## config.mk

```make
export PLATFORM = sky130hd
export DESIGN_NAME = uart_word_rx
export DESIGN_NICKNAME = d
export VERILOG_FILES = /design/src/rtl/uart_word_rx.sv
export SDC_FILE = /design/constraint.sdc
export NUM_CORES = 1
export LEC_CHECK = 0
export BUFFER_PORTS_ARGS = -buffer_cell sky130_fd_sc_hd__buf_2
export CORE_UTILIZATION = 59
export CTS_CLUSTER_DIAMETER = 50
export DETAILED_ROUTE_END_ITERATION = 10
export GPL_TIMING_DRIVEN = 0
export PLACE_DENSITY = 0.77
export SYNTH_ARGS = -nofsm -noshare
export SYNTH_HDL_FRONTEND = slang
export SYNTH_SLANG_ARGS = --single-unit
```

## constraint.sdc

```tcl
create_clock -name clk -period 2.3 [get_ports clk]
set_input_delay 0.115 -clock clk [delete_from_list [all_inputs] [get_ports clk]]
set_output_delay 0.115 -clock clk [all_outputs]
set_load 0.005 [all_outputs]
```

## src/rtl/uart_word_rx.sv

```systemverilog
// uart_word_rx: 8N1/8N2 UART receiver packing four LSB-first bytes into one 32-bit word, with framing and inter-byte timeout errors.
module uart_word_rx #(
  parameter int CLKS_PER_BIT = 434,
  parameter int TIMEOUT_BITS = 20
) (
  input  logic        clk,
  input  logic        rst_n,
  input  logic        RxD,
  output logic [31:0] dataOut,
  output logic        dataValid,
  output logic [7:0]  byteOut,
  output logic        byteValid,
  output logic        frameErr,
  output logic        timeoutErr,
  output logic        busy
);
  localparam int HALF = CLKS_PER_BIT / 2;
  localparam int CW   = $clog2(CLKS_PER_BIT);
  localparam int TLIM = TIMEOUT_BITS * CLKS_PER_BIT;
  localparam int TW   = $clog2(TLIM + 1);
  typedef enum logic [2:0] {IDLE, START, DATA, STOP, WAIT_HIGH} state_t;
  state_t      state_q, state_d;
  logic [2:0]  sync_q;
  logic [CW-1:0] cnt_q, cnt_d;
  logic [TW-1:0] tcnt_q, tcnt_d;
  logic [2:0]  bit_q, bit_d;
  logic [1:0]  bcnt_q, bcnt_d;
  logic [7:0]  shift_q, shift_d, byte_q, byte_d;
  logic [23:0] word_q, word_d;
  logic [31:0] data_q, data_d;
  logic        bv_q, bv_d, dv_q, dv_d, fe_q, fe_d, to_q, to_d;
  logic        rxs, prev, tick, start, active, expire;
  // sync_q[1] is the synchronised line, sync_q[2] its previous value for edge detection
  assign rxs    = sync_q[1];
  assign prev   = sync_q[2];
  assign tick   = cnt_q == '0;
  assign start  = state_q == IDLE && prev && !rxs;
  assign active = state_q == IDLE && bcnt_q != '0;
  assign expire = active && tcnt_q == TW'(TLIM - 1);
  always_comb begin
    state_d = state_q;
    cnt_d   = tick ? cnt_q : cnt_q - 1'b1;
    tcnt_d  = (active && !start && !expire) ? tcnt_q + 1'b1 : '0;
    bit_d   = bit_q;
    bcnt_d  = expire ? 2'd0 : bcnt_q;
    shift_d = shift_q;
    byte_d  = byte_q;
    word_d  = word_q;
    data_d  = data_q;
    bv_d    = 1'b0;
    dv_d    = 1'b0;
    fe_d    = 1'b0;
    to_d    = expire;
    case (state_q)
      IDLE: if (start) begin
        state_d = START;
        cnt_d   = CW'(HALF - 1);
      end
      START: if (tick) begin
        state_d = rxs ? IDLE : DATA;
        cnt_d   = CW'(CLKS_PER_BIT - 1);
        bit_d   = 3'd0;
      end
      DATA: if (tick) begin
        shift_d[bit_q] = rxs;
        cnt_d          = CW'(CLKS_PER_BIT - 1);
        bit_d          = bit_q + 1'b1;
        state_d        = bit_q == 3'd7 ? STOP : DATA;
      end
      STOP: if (tick) begin
        if (rxs) begin
          state_d = IDLE;
          byte_d  = shift_q;
          bv_d    = 1'b1;
          bcnt_d  = bcnt_q + 1'b1;
          if (bcnt_q == 2'd3) begin
            data_d = {shift_q, word_q};
            dv_d   = 1'b1;
          end else begin
            word_d[{bcnt_q, 3'b000} +: 8] = shift_q;
          end
        end else begin
          state_d = WAIT_HIGH;
          fe_d    = 1'b1;
          bcnt_d  = 2'd0;
        end
      end
      WAIT_HIGH: state_d = rxs ? IDLE : WAIT_HIGH;
      default: state_d = IDLE;
    endcase
  end
  always_ff @(posedge clk or negedge rst_n) begin
    if (!rst_n) begin
      state_q <= IDLE;
      sync_q  <= 3'b111;
      cnt_q   <= '0;
      tcnt_q  <= '0;
      bit_q   <= '0;
      bcnt_q  <= '0;
      shift_q <= '0;
      byte_q  <= '0;
      word_q  <= '0;
      data_q  <= '0;
      bv_q    <= 1'b0;
      dv_q    <= 1'b0;
      fe_q    <= 1'b0;
      to_q    <= 1'b0;
    end else begin
      state_q <= state_d;
      sync_q  <= {sync_q[1:0], RxD};
      cnt_q   <= cnt_d;
      tcnt_q  <= tcnt_d;
      bit_q   <= bit_d;
      bcnt_q  <= bcnt_d;
      shift_q <= shift_d;
      byte_q  <= byte_d;
      word_q  <= word_d;
      data_q  <= data_d;
      bv_q    <= bv_d;
      dv_q    <= dv_d;
      fe_q    <= fe_d;
      to_q    <= to_d;
    end
  end
  assign dataOut    = data_q;
  assign dataValid  = dv_q;
  assign byteOut    = byte_q;
  assign byteValid  = bv_q;
  assign frameErr   = fe_q;
  assign timeoutErr = to_q;
  assign busy       = state_q != IDLE;
endmodule

```

=== Word-level counts from Yosys, hierarchy flattened ===
Cells that the tools add are included.

* Register bits after elaboration: 110
* Input bits: 3

* Add/sub/neg operators: 5
* Order comparisons: 2
* Eq/ne operators: 11
* Shift-type cells: 2
* Muxes and demuxes: 34
* Bitwise gates (word level): 1
* Reductions and logical operators: 22

{| class="wikitable"
|+ Operator list
! operator !! number
|-
| 2-to-1 mux 9 bit || 3
|-
| bitwise mux 24 bit || 1
|-
| variable shift 8 x 7 -> 24 bit, first input constant || 1
|-
| indexed part select 8 x 7 -> 24 bit || 1
|-
| 2-to-1 mux 3 bit || 7
|-
| one-hot mux 9 bit (2 select lines) || 1
|-
| one-hot mux 3 bit (5 select lines) || 1
|-
| adder 14 x 1 -> 14 bit, second input constant || 1
|-
| equality test 14 bit, second input constant || 1
|-
| 2-to-1 mux 14 bit || 1
|-
| 2-to-1 mux 1 bit || 12
|-
| AND reduction 4 bit || 3
|-
| 2-to-1 mux 2 bit || 5
|-
| logical NOT 9 bit || 1
|-
| subtractor 9 x 1 -> 9 bit, second input constant || 1
|-
| bitwise mux 8 bit || 1
|-
| inequality test 2 bit, second input constant || 4
|-
| logical AND 1 bit || 7
|-
| negation 5 -> 7 bit || 1
|-
| equality test 3 x 2 -> 1 bit, second input constant || 2
|-
| equality test 3 bit, second input constant || 2
|-
| one-hot mux 3 bit (2 select lines) || 1
|-
| AND reduction 3 bit || 2
|-
| less-than comparator 3 x 4 -> 1 bit, second input constant || 1
|-
| other kinds (13) || 16
|}

=== Longest topological paths before layout ===
Gate-level depths: netlist of run 1.

* Depth in word-level cells: 7
* Gate-level depth with buffers: 9
* Mapped depth without buffers: 8

=== Worst setup path after synthesis of run 1 ===
OpenSTA, ideal clock, no wires.

* Path kind: reg-to-reg
* Start: reg cnt_q[0]
* End: reg shift_q[1]
* Arrival: 1,914 ps
* Data required time: 2,175 ps
* Path slack: 261 ps
* Stages on the path, launching flop included: 7
* Path buffers: 0
* Clock period less this slack: 2,039 ps
* Cell sequence: dfrtp_1 > inv_1 > ha_1 > nor4b_4 > nand4_2 > nor4b_1 > mux2_2

* Longest elaborated chain between the ends: 2

{| class="wikitable"
|+ Ends and longest elaborated chain
! item !! RTL line !! source
|-
| start, declared || 24 || <nowiki>logic [CW-1:0] cnt_q, cnt_d;</nowiki>
|-
| start signal, assigned || 111 || <nowiki>cnt_q <= cnt_d;</nowiki>
|-
| logical NOT 9 bit || 36 || <nowiki>assign tick = cnt_q == '0;</nowiki>
|-
| AND reduction 2 bit (no source line) || -- ||
|-
| end signal, assigned || 115 || <nowiki>shift_q <= shift_d;</nowiki>
|-
| end, declared || 28 || <nowiki>logic [7:0] shift_q, shift_d, byte_q, byte_d;</nowiki>
|}

Every way passes these cells.
A chain may end at the register's enable or synchronous reset.

=== Worst setup path after layout of run 1 ===
* Start: reg cnt_q[0]
* End: reg shift_q[0]

The elaborated chain is that of the path after synthesis.

==> results of run 1 <==
[timing repair]
| item | CTS | global route |
|---|---|---|
| endpoints found under the setup margin | 7 | 26 |
| setup buffers | 1 | 1 |
| resized for setup | 0 | 5 |
| hold buffers | 2 | 0 |
| endpoints found under the hold margin | 53 | 0 |
[per-layer routing]
metal  up-vias  routed length (um)  share of wire [%]  track usage (%)
met5         -                   0                  0                0
met4         0                 165                1.8             6.92
met3        15                 309                3.3             5.37
met2        56                4550                 49             38.2
met1      1623                4350                 46             32.3
li1       1541                   -                  -                -
[worst paths after layout]
path | from | endpoint | slack, ps | cells after the start
min reg2reg | sync_q[0]$_DFF_PN1_ | sync_q[1]$_DFF_PN1_ | 360 | 0
max in group asynchronous | rst_n | sync_q[2]$_DFF_PN1_ | 1240 | 3
min in group clk | sync_q[0]$_DFF_PN1_ | sync_q[1]$_DFF_PN1_ | 360 | 0
min | rst_n | dataOut[13]$_DFFE_PN0P_ | 310 | 2
max reg2reg | cnt_q[0]$_DFF_PN0_ | shift_q[0]$_DFFE_PN0P_ | -20 | 7
max | cnt_q[0]$_DFF_PN0_ | shift_q[0]$_DFFE_PN0P_ | -20 | 7
[state kept, by name (all words and copies together), names as in the netlist]
name and flops:
bcnt_q 2, bit_q 3, byteOut 8, byteValid 1, cnt_q 9, dataOut 32, dataValid 1, frameErr 1
shift_q 8, state_q 3, sync_q 3, tcnt_q 14, timeoutErr 1, word_q 24
[cell type report]
type | count | area (um^2) | share of cell area [%]
flip-flops and latches | 110 | 2760 | 49.1
inverters | 35 | 131 | 2.34
multi-input cells | 252 | 1990 | 35.4
repair buffers | 52 | 300 | 5.35
clock inverters | 7 | 90.1 | 1.60
well taps | 105 | 131 | 2.34
plain buffers | 13 | 92.6 | 1.65
clock buffers | 9 | 124 | 2.21
[cells by family after synthesis]
group	share of synthesized area, %
XOR/XNOR	2.66
adder cells (fa/ha/maj)	2.79
multiplexers	15.8
flip-flops	55.8
AND/OR/NAND/NOR	14.5
AO/OA/AOI/OAI	3.85
buffers and inverters	4.53
[where the power goes]
group          total, W  switching (W)  internal [W]  leakage (nW)
combinational  0.000426       0.000244      0.000182          1.23
sequential      0.00208      0.0000795       0.00200          1.50
clock           0.00123       0.000695      0.000531         0.108
[cells in the final DEF, fill, tap and decap left out, types with 9 or more instances in the layout]
master,instances
buf_2,48
xnor2_1,12
nor3_1,10
clkbuf_8,9
mux2_2,47
ha_1,10
mux2i_1,24
nor2_1,20
dfrtp_1,107
inv_1,35
nand2_1,38
nand3_1,10
[per-stage QoR]
stage / power [W] / instance area, um^2 / cells
after floorplan: 0.00238 / 4940 / 410
after global placement: 0.00248 / 5310 / 562
after detailed placement: 0.00251 / 5340 / 563
after CTS: 0.00374 / 5580 / 582
after global routing: 0.00391 / 5610 / 583
final: 0.00373 / 5610 / 583
==> flow_metrics.env, run 1 <==
export IMPL_status="finished, violations left"
export IMPL_failed_checks="negative setup slack"
export IMPL_place_ws_ps=-52.8
export IMPL_hpwlAfterDp_um=6310
export IMPL_slowest_stage="dfrtp_1"
export IMPL_start_util_pct=60.4
export IMPL_drtPass1Iterations=4
export IMPL_crit_family="simple AND/OR/NAND/NOR gates"
export IMPL_crit_type="flop to flop"
export IMPL_grt_overflow_total=0
export IMPL_grt_max_degree=59
export IMPL_yosysWarnings=0
export IMPL_wl_um=9380
export IMPL_syn_to_final_growth_pct=13.7
export IMPL_synth_top_area_cell="dfrtp_1"
export IMPL_drt_iter0_drc=160
export IMPL_slew_viol_final=0
export IMPL_path_cells="inv_1 > ha_2 > nor4b_4 > buf_4 > nand4_4 > nor4_1 > mux2_2"
export IMPL_cp_max_fo=9
export IMPL_skew_ps=8.60
export IMPL_yosysMostFrequentCell="dfrtp_1"
export IMPL_routabilityCongestion=0.807
export IMPL_synth_edf_count=0
export IMPL_maxCapViolCount=0
export IMPL_hold_slack_ps=305
export IMPL_cp_end_kind="flop"
export IMPL_clk_latency_ps=370
export IMPL_yosysTopAreaCellShare_pct=54.2
export IMPL_cts_tree="done"
export IMPL_arrival_ps=2580
export IMPL_period_share_pct=101
export IMPL_port_buffers=47
export IMPL_drt_wirelength_per_cell_um=16.1
export IMPL_grtUsageTotal_pct=23.7
export IMPL_h_tree_depth=3
export IMPL_grt_pass1_vias=3200
export IMPL_via_per_inst=5.55
export IMPL_rsz0062_at_grt="true"
export IMPL_fmax_mhz=431
export IMPL_drive_above_1_share_pct=30.1
export IMPL_setup_tns_ps=-18.0
export IMPL_finalNetCount=487
export IMPL_antenna_found_initial=0
export IMPL_fill_cells=616
export IMPL_ys_top_cells_by_count="dfrtp_1 (107), mux2_2 (47), nand2_1 (38), inv_1 (35), mux2i_1 (24)"
export IMPL_die_x_um=93.5
export IMPL_cts_buffer_depth=2
export IMPL_crit_buf_inv=2
export IMPL_cts_sinks=110
export IMPL_synth_net_count=424
export IMPL_ir_drop_uv=394
export IMPL_hp_class="input port to asynchronous set/reset pin"
export IMPL_vias=3235
export IMPL_row_count=33
export IMPL_synth_cell_types=55
export IMPL_grt_pass1_wl_um=15700
export IMPL_drtAntennaViolNets=0
export IMPL_netlist_instances=410
export IMPL_power_per_cell_area_nw_per_um2=664
export IMPL_critPathLaunchType="flop"
export IMPL_min_period_ps=2320
export IMPL_num_antenna_cells=0
export IMPL_worstPathRequired_ps=2560
export IMPL_ios=48
export IMPL_die_y_um=93.5
export IMPL_drc=0
export IMPL_cellLeakagePower_nw=2.84
export IMPL_postSynthRegisterBits=110
export IMPL_report_final_hold_viol_count=0
export IMPL_ys_seq_area_share_pct=55.8
export IMPL_slowest_delay_ps=440
export IMPL_relSlewSlack_pct=37.1
export IMPL_synth_ff_type="dfrtp_1"
export IMPL_syn_avg_cell_area_um2=12.0
export IMPL_die_area_um2=8740
export IMPL_clk_pin_slew_ps=110
export IMPL_postLayoutCoreUtil_pct=68.7
export IMPL_syn_cell_area_um2=4940
export IMPL_numCtsBuffers=9
export IMPL_core_area_um2=8180
export IMPL_setup_viol=1
export IMPL_setup_ws_ps=-18.0
export IMPL_tightest_slew_ps=941
export IMPL_synthTopCellsByArea="dfrtp_1 (54%), mux2_2 (11%), mux2i_1 (4.9%)"
export IMPL_cts_root_buf="clkbuf_8"
export IMPL_async_reset_ff_share_pct=100
Power figures use the tool's default switching activity.
==> inputs of run 2 (changes only) <==
Settings changed: CORE_MARGIN set to 4.
Clock period 2.3 ns to 2.55 ns, I/O delays scaled along.
==> flow_metrics.env, run 2 (same netlist as run 1, synthesis figures left out) <==
export IMPL_status="finished, final reports clean"
export IMPL_reg2reg_from="cnt_q[0]$_DFF_PN0_"
export IMPL_die_area_um2=9900
export IMPL_arrival_ps=2590
export IMPL_slew_viol_final=0
export IMPL_ff2ff_setup_slack_ps=220
export IMPL_drtAntennaViolNets=0
export IMPL_row_count=33
export IMPL_min_period_ps=2330
export IMPL_grt_pass1_wl_um=15400
export IMPL_p_sw_share_pct=28.1
export IMPL_drt_iter0_drc=130
export IMPL_antenna_found_initial=0
export IMPL_power_switching_w=0.000913
export IMPL_hp_class="input port to asynchronous set/reset pin"
export IMPL_h_tree_depth=3
export IMPL_setup_viol=0
export IMPL_relSlewSlack_pct=33.4
export IMPL_tightest_slew_ps=997
export IMPL_crit_type="flop to flop"
export IMPL_drc=0
export IMPL_cts_tree="done"
export IMPL_critPathLaunchType="flop"
export IMPL_finalNetCount=486
export IMPL_num_antenna_cells=0
export IMPL_worstPathRequired_ps=2800
export IMPL_setup_tns_ps=0
export IMPL_ir_drop_uv=326
export IMPL_grt_overflow_total=0
export IMPL_ios=48
export IMPL_cellLeakagePower_nw=2.81
export IMPL_hpwlAfterDp_um=6340
export IMPL_maxCapViolCount=0
export IMPL_cts_resized_gates=0
export IMPL_grt_max_degree=57
export IMPL_power_per_cell_area_nw_per_um2=585
export IMPL_cts_root_buf="clkbuf_8"
export IMPL_drt_wirelength_per_cell_um=15.7
export IMPL_core_area_um2=8180
export IMPL_cp_end_kind="flop"
export IMPL_start_util_pct=60.4
export IMPL_seqCellArea_um2=2760
export IMPL_numCtsBuffers=9
export IMPL_p_total_w=0.00325
export IMPL_largest_reg_flops=32
export IMPL_report_final_hold_viol_count=0
export IMPL_rsz0062_at_grt="false"
export IMPL_comb_power_share_pct=11.3
export IMPL_fill_cells=618
export IMPL_multi_input_area_um2=1960
export IMPL_grt_pass1_vias=3136
export IMPL_syn_to_final_growth_pct=12.4
export IMPL_vias=3213
export IMPL_p_int_w=0.00234
export IMPL_rr_worst_depth=6
export IMPL_p_clk_share_pct=31.1
export IMPL_die_y_um=99.5
export IMPL_clk_latency_ps=370
export IMPL_wl_um=9150
export IMPL_port_buffers=47
export IMPL_die_x_um=99.5
export IMPL_via_per_inst=5.52
export IMPL_drtPass1Iterations=6
export IMPL_routabilityCongestion=0.827
export IMPL_cts_sinks=110
export IMPL_drive_above_1_share_pct=29.1
export IMPL_grtUsageTotal_pct=19.5
export IMPL_layout_commonest_cell="dfrtp_1"
export IMPL_cts_buffer_depth=2
export IMPL_mostFrequentLayoutCells="dfrtp_1 (107), buf_2 (48), mux2_2 (47)"
export IMPL_period_share_pct=91.5
export IMPL_seqPwrFrac_pct=57.6
export IMPL_cp_max_fo=9
export IMPL_skew_ps=13.7
export IMPL_fmax_mhz=429
export IMPL_clk_pin_slew_ps=110
export IMPL_r2r_end="shift_q[1]$_DFFE_PN0P_"
==> run 2: cell count changes in the layout (fill, tap and decap cells not counted), sizes merged <==
| cell | before | now |
|---|---|---|
| inv | 39 | 38 |
| buf | 59 | 58 |
| bufinv | 1 | 0 |
| clkinvlp | 0 | 2 |
==> run 2: cell type report <==
class	count	share of cell area (%)
buffer	13	1.67
clock inverter	7	1.19
clock buffer	9	2.23
timing repair buffer	51	5.27
multi-input combinational	252	35.3
sequential	110	49.6
inverter	35	2.37
tap	105	2.37
==> run 2: worst max-delay path by stage <==
stage                       startpoint                     end  slack, ps
floorplan           cnt_q[0]$_DFF_PN0_  shift_q[1]$_DFFE_PN0P_        510
global placement                 rst_n      cnt_q[7]$_DFF_PN0_        150
detailed placement  cnt_q[0]$_DFF_PN0_  shift_q[1]$_DFFE_PN0P_        190
CTS                 cnt_q[0]$_DFF_PN0_  shift_q[1]$_DFFE_PN0P_        180
global route        cnt_q[0]$_DFF_PN0_  shift_q[1]$_DFFE_PN0P_         30
finish              cnt_q[0]$_DFF_PN0_  shift_q[1]$_DFFE_PN0P_        220
==> run 2: repair_timing <==
action,4_1_cts,5_1_grt
setup buffers,0,1
hold endpoints to repair,55,0
setup endpoints to repair,0,1
hold buffers,2,0
==> run 2: power by group through the flow <==
stage	clock network, W	registers [W]	logic (W)
detailed placement	0	0.00191	0.000356
finish	0.00101	0.00187	0.000367
global placement	0	0.00190	0.000338
CTS	0.00104	0.00187	0.000362
floorplan	0	0.00189	0.000254
global route	0.00110	0.00188	0.000415
==> run 2: per-layer routing <==
layer  vias to the layer above  GRT usage [%]  routed length [um]
met5                         -              0                   0
met4                         0           5.25                 118
met1                      1600           27.0                4330
li1                       1534              -                   -
met3                        14           4.70                 330
met2                        65           31.0                4360
==> run 2: critical path, cell delays in order, from the launching register on <==
cell	delay, ps
dfrtp_1	450
inv_1	110
ha_1	270
nor4b_4	370
nand4_2	280
nor4b_1	390
mux2_2	370
==> run 2: stage by stage <==
step	hold slack [ps]	instance area (um^2)	std cells	util [%]	setup slack, ps
finish	340	5550	582	67.9	218
global route	368	5550	582	67.9	29.4
CTS	363	5550	581	67.8	183
detailed placement	223	5340	563	65.3	189
global placement	233	5310	562	64.9	152
floorplan	-168	4940	410	-	511
==> inputs of run 3 (changes only) <==
Settings changed: BUFFER_PORTS_ARGS -buffer_cell sky130_fd_sc_hd__buf_2 to not set, CORE_UTILIZATION 59 to 60, DONT_BUFFER_PORTS set to 1, PLACE_DENSITY 0.77 to 0.73.
Clock period 2.55 ns to 2.7 ns, I/O delays scaled along.
==> flow_metrics.env, run 3 (same netlist as run 1, synthesis figures left out) <==
export IMPL_report_final_hold_viol_count=0
export IMPL_place_ws_ps=325
export IMPL_mostFrequentLayoutCells="dfrtp_1 (107), mux2_2 (47), nand2_1 (38)"
export IMPL_layout_commonest_cell="dfrtp_1"
export IMPL_fill_cells=609
export IMPL_ios=48
export IMPL_vias=3011
export IMPL_grt_overflow_total=0
export IMPL_hp_class="input port to flop"
export IMPL_antenna_found_initial=0
export IMPL_drc=0
export IMPL_worstHoldPathCells=1
export IMPL_die_area_um2=9750
export IMPL_slew_viol_final=0
export IMPL_layout_cells_non_filler=531
export IMPL_grt_pass1_vias=3144
export IMPL_largest_reg_flops=32
export IMPL_cellLeakagePower_nw=2.56
export IMPL_via_per_inst=5.67
export IMPL_maxCapViolCount=0
export IMPL_numCtsBuffers=9
export IMPL_period_share_pct=88.9
export IMPL_relSlewSlack_pct=34.3
export IMPL_syn_to_final_growth_pct=7.65
export IMPL_row_count=32
export IMPL_die_x_um=98.7
export IMPL_setup_tns_ps=0
export IMPL_crit_type="flop to flop"
export IMPL_core_area_um2=7850
export IMPL_cp_end_kind="flop"
export IMPL_hpwlAfterDp_um=6170
export IMPL_wl_um=9070
export IMPL_setup_ws_ps=299
export IMPL_drtPass1Iterations=4
export IMPL_start_util_pct=62.9
export IMPL_port_buffers=0
export IMPL_rr_worst_depth=6
export IMPL_grt_pass1_wl_um=15400
export IMPL_drt_iter0_drc=128
export IMPL_cp_max_fo=9
export IMPL_setup_viol=0
export IMPL_cts_tree="done"
export IMPL_die_y_um=98.7
export IMPL_drive_above_1_share_pct=21.2
export IMPL_ir_drop_uv=337
export IMPL_postCtsSetupBuffers=0
export IMPL_clk_pin_slew_ps=110
export IMPL_h_tree_depth=3
export IMPL_fmax_mhz=416
export IMPL_routabilityCongestion=0.790
export IMPL_multi_input_area_um2=1960
export IMPL_min_period_ps=2400
export IMPL_finalNetCount=438
export IMPL_arrival_ps=2670
export IMPL_grt_max_degree=111
export IMPL_clk_latency_ps=380
export IMPL_drt_wirelength_per_cell_um=17.1
export IMPL_cts_buffer_depth=2
export IMPL_place_inst=512
export IMPL_critPathLaunchType="flop"
export IMPL_tightest_slew_ps=983
export IMPL_grtUsageTotal_pct=19.8
export IMPL_rsz0062_at_grt="false"
export IMPL_num_antenna_cells=0
export IMPL_cts_sinks=110
export IMPL_skew_ps=14.8
export IMPL_power_per_cell_area_nw_per_um2=586
export IMPL_seqCellArea_um2=2760
export IMPL_drtAntennaViolNets=0
export IMPL_status="finished, final reports clean"
export IMPL_worstPathRequired_ps=2970
export IMPL_cts_root_buf="clkbuf_8"
## run 3: changes by cell type in the layout (fill, tap and decap cells not counted), sizes merged
cell and change:
clkinvlp -2, buf -48, clkinv -1, inv +3
## run 3: per-layer routing
| layer | vias to the layer above | share of wire, % | track usage, % |
|---|---|---|---|
| li1 | 1438 | - | - |
| met1 | 1484 | 45 | 27.3 |
| met2 | 77 | 48 | 31.5 |
| met3 | 12 | 6.0 | 4.95 |
| met4 | 0 | 1.2 | 5.88 |
| met5 | - | 0 | 0 |
## run 3: layout make-up
class | count | share of cell area (%)
sequential | 110 | 51.8
multi-input combinational | 252 | 36.8
inverter | 35 | 2.47
tap | 102 | 2.40
clock buffer | 9 | 2.33
buffer | 13 | 1.74
clock inverter | 7 | 1.48
timing repair buffer | 3 | 0.894
## run 3: worst paths after layout
kind	startpoint	slack, ps	end
max in group asynchronous	rst_n	1890	sync_q[0]$_DFF_PN1_
min reg2reg	sync_q[0]$_DFF_PN1_	360	sync_q[1]$_DFF_PN1_
min	RxD	300	sync_q[0]$_DFF_PN1_
max reg2reg	cnt_q[0]$_DFF_PN0_	300	shift_q[1]$_DFFE_PN0P_
min in group asynchronous	rst_n	400	word_q[1]$_DFFE_PN0P_
max	cnt_q[0]$_DFF_PN0_	300	shift_q[1]$_DFFE_PN0P_
## run 3: report_power, final
part | internal, W | switching (W) | total, W
combinational | 0.000138 | 0.000204 | 0.000342
sequential | 0.00170 | 0.0000680 | 0.00177
clock | 0.000379 | 0.000625 | 0.00100
## run 3: critical path, cell delays in order (launching register included)
cell,delay (ps)
dfrtp_1,450
inv_1,110
ha_1,260
nor4b_4,420
nand4_2,280
nor4b_1,410
mux2_2,370
## run 3: timing repair
action | in CTS | in global routing
hold endpoints to repair | 111 | 0
gates resized for setup | 0 | 0
hold buffers | 3 | 0
## run 3: per-stage QoR
| step | power, W | util (%) | hold WS, ps | cell area [um^2] |
|---|---|---|---|---|
| 2_1_floorplan | 0.00202 | - | -161 | 4940 |
| 3_3_place_gp | 0.00208 | 64.6 | -157 | 5070 |
| 3_5_place_dp | 0.00210 | 64.6 | -157 | 5070 |
| 4_1_cts | 0.00313 | 67.7 | 292 | 5320 |
| 5_1_grt | 0.00326 | 67.7 | 303 | 5320 |
| 6_report | 0.00312 | 67.7 | 302 | 5320 |
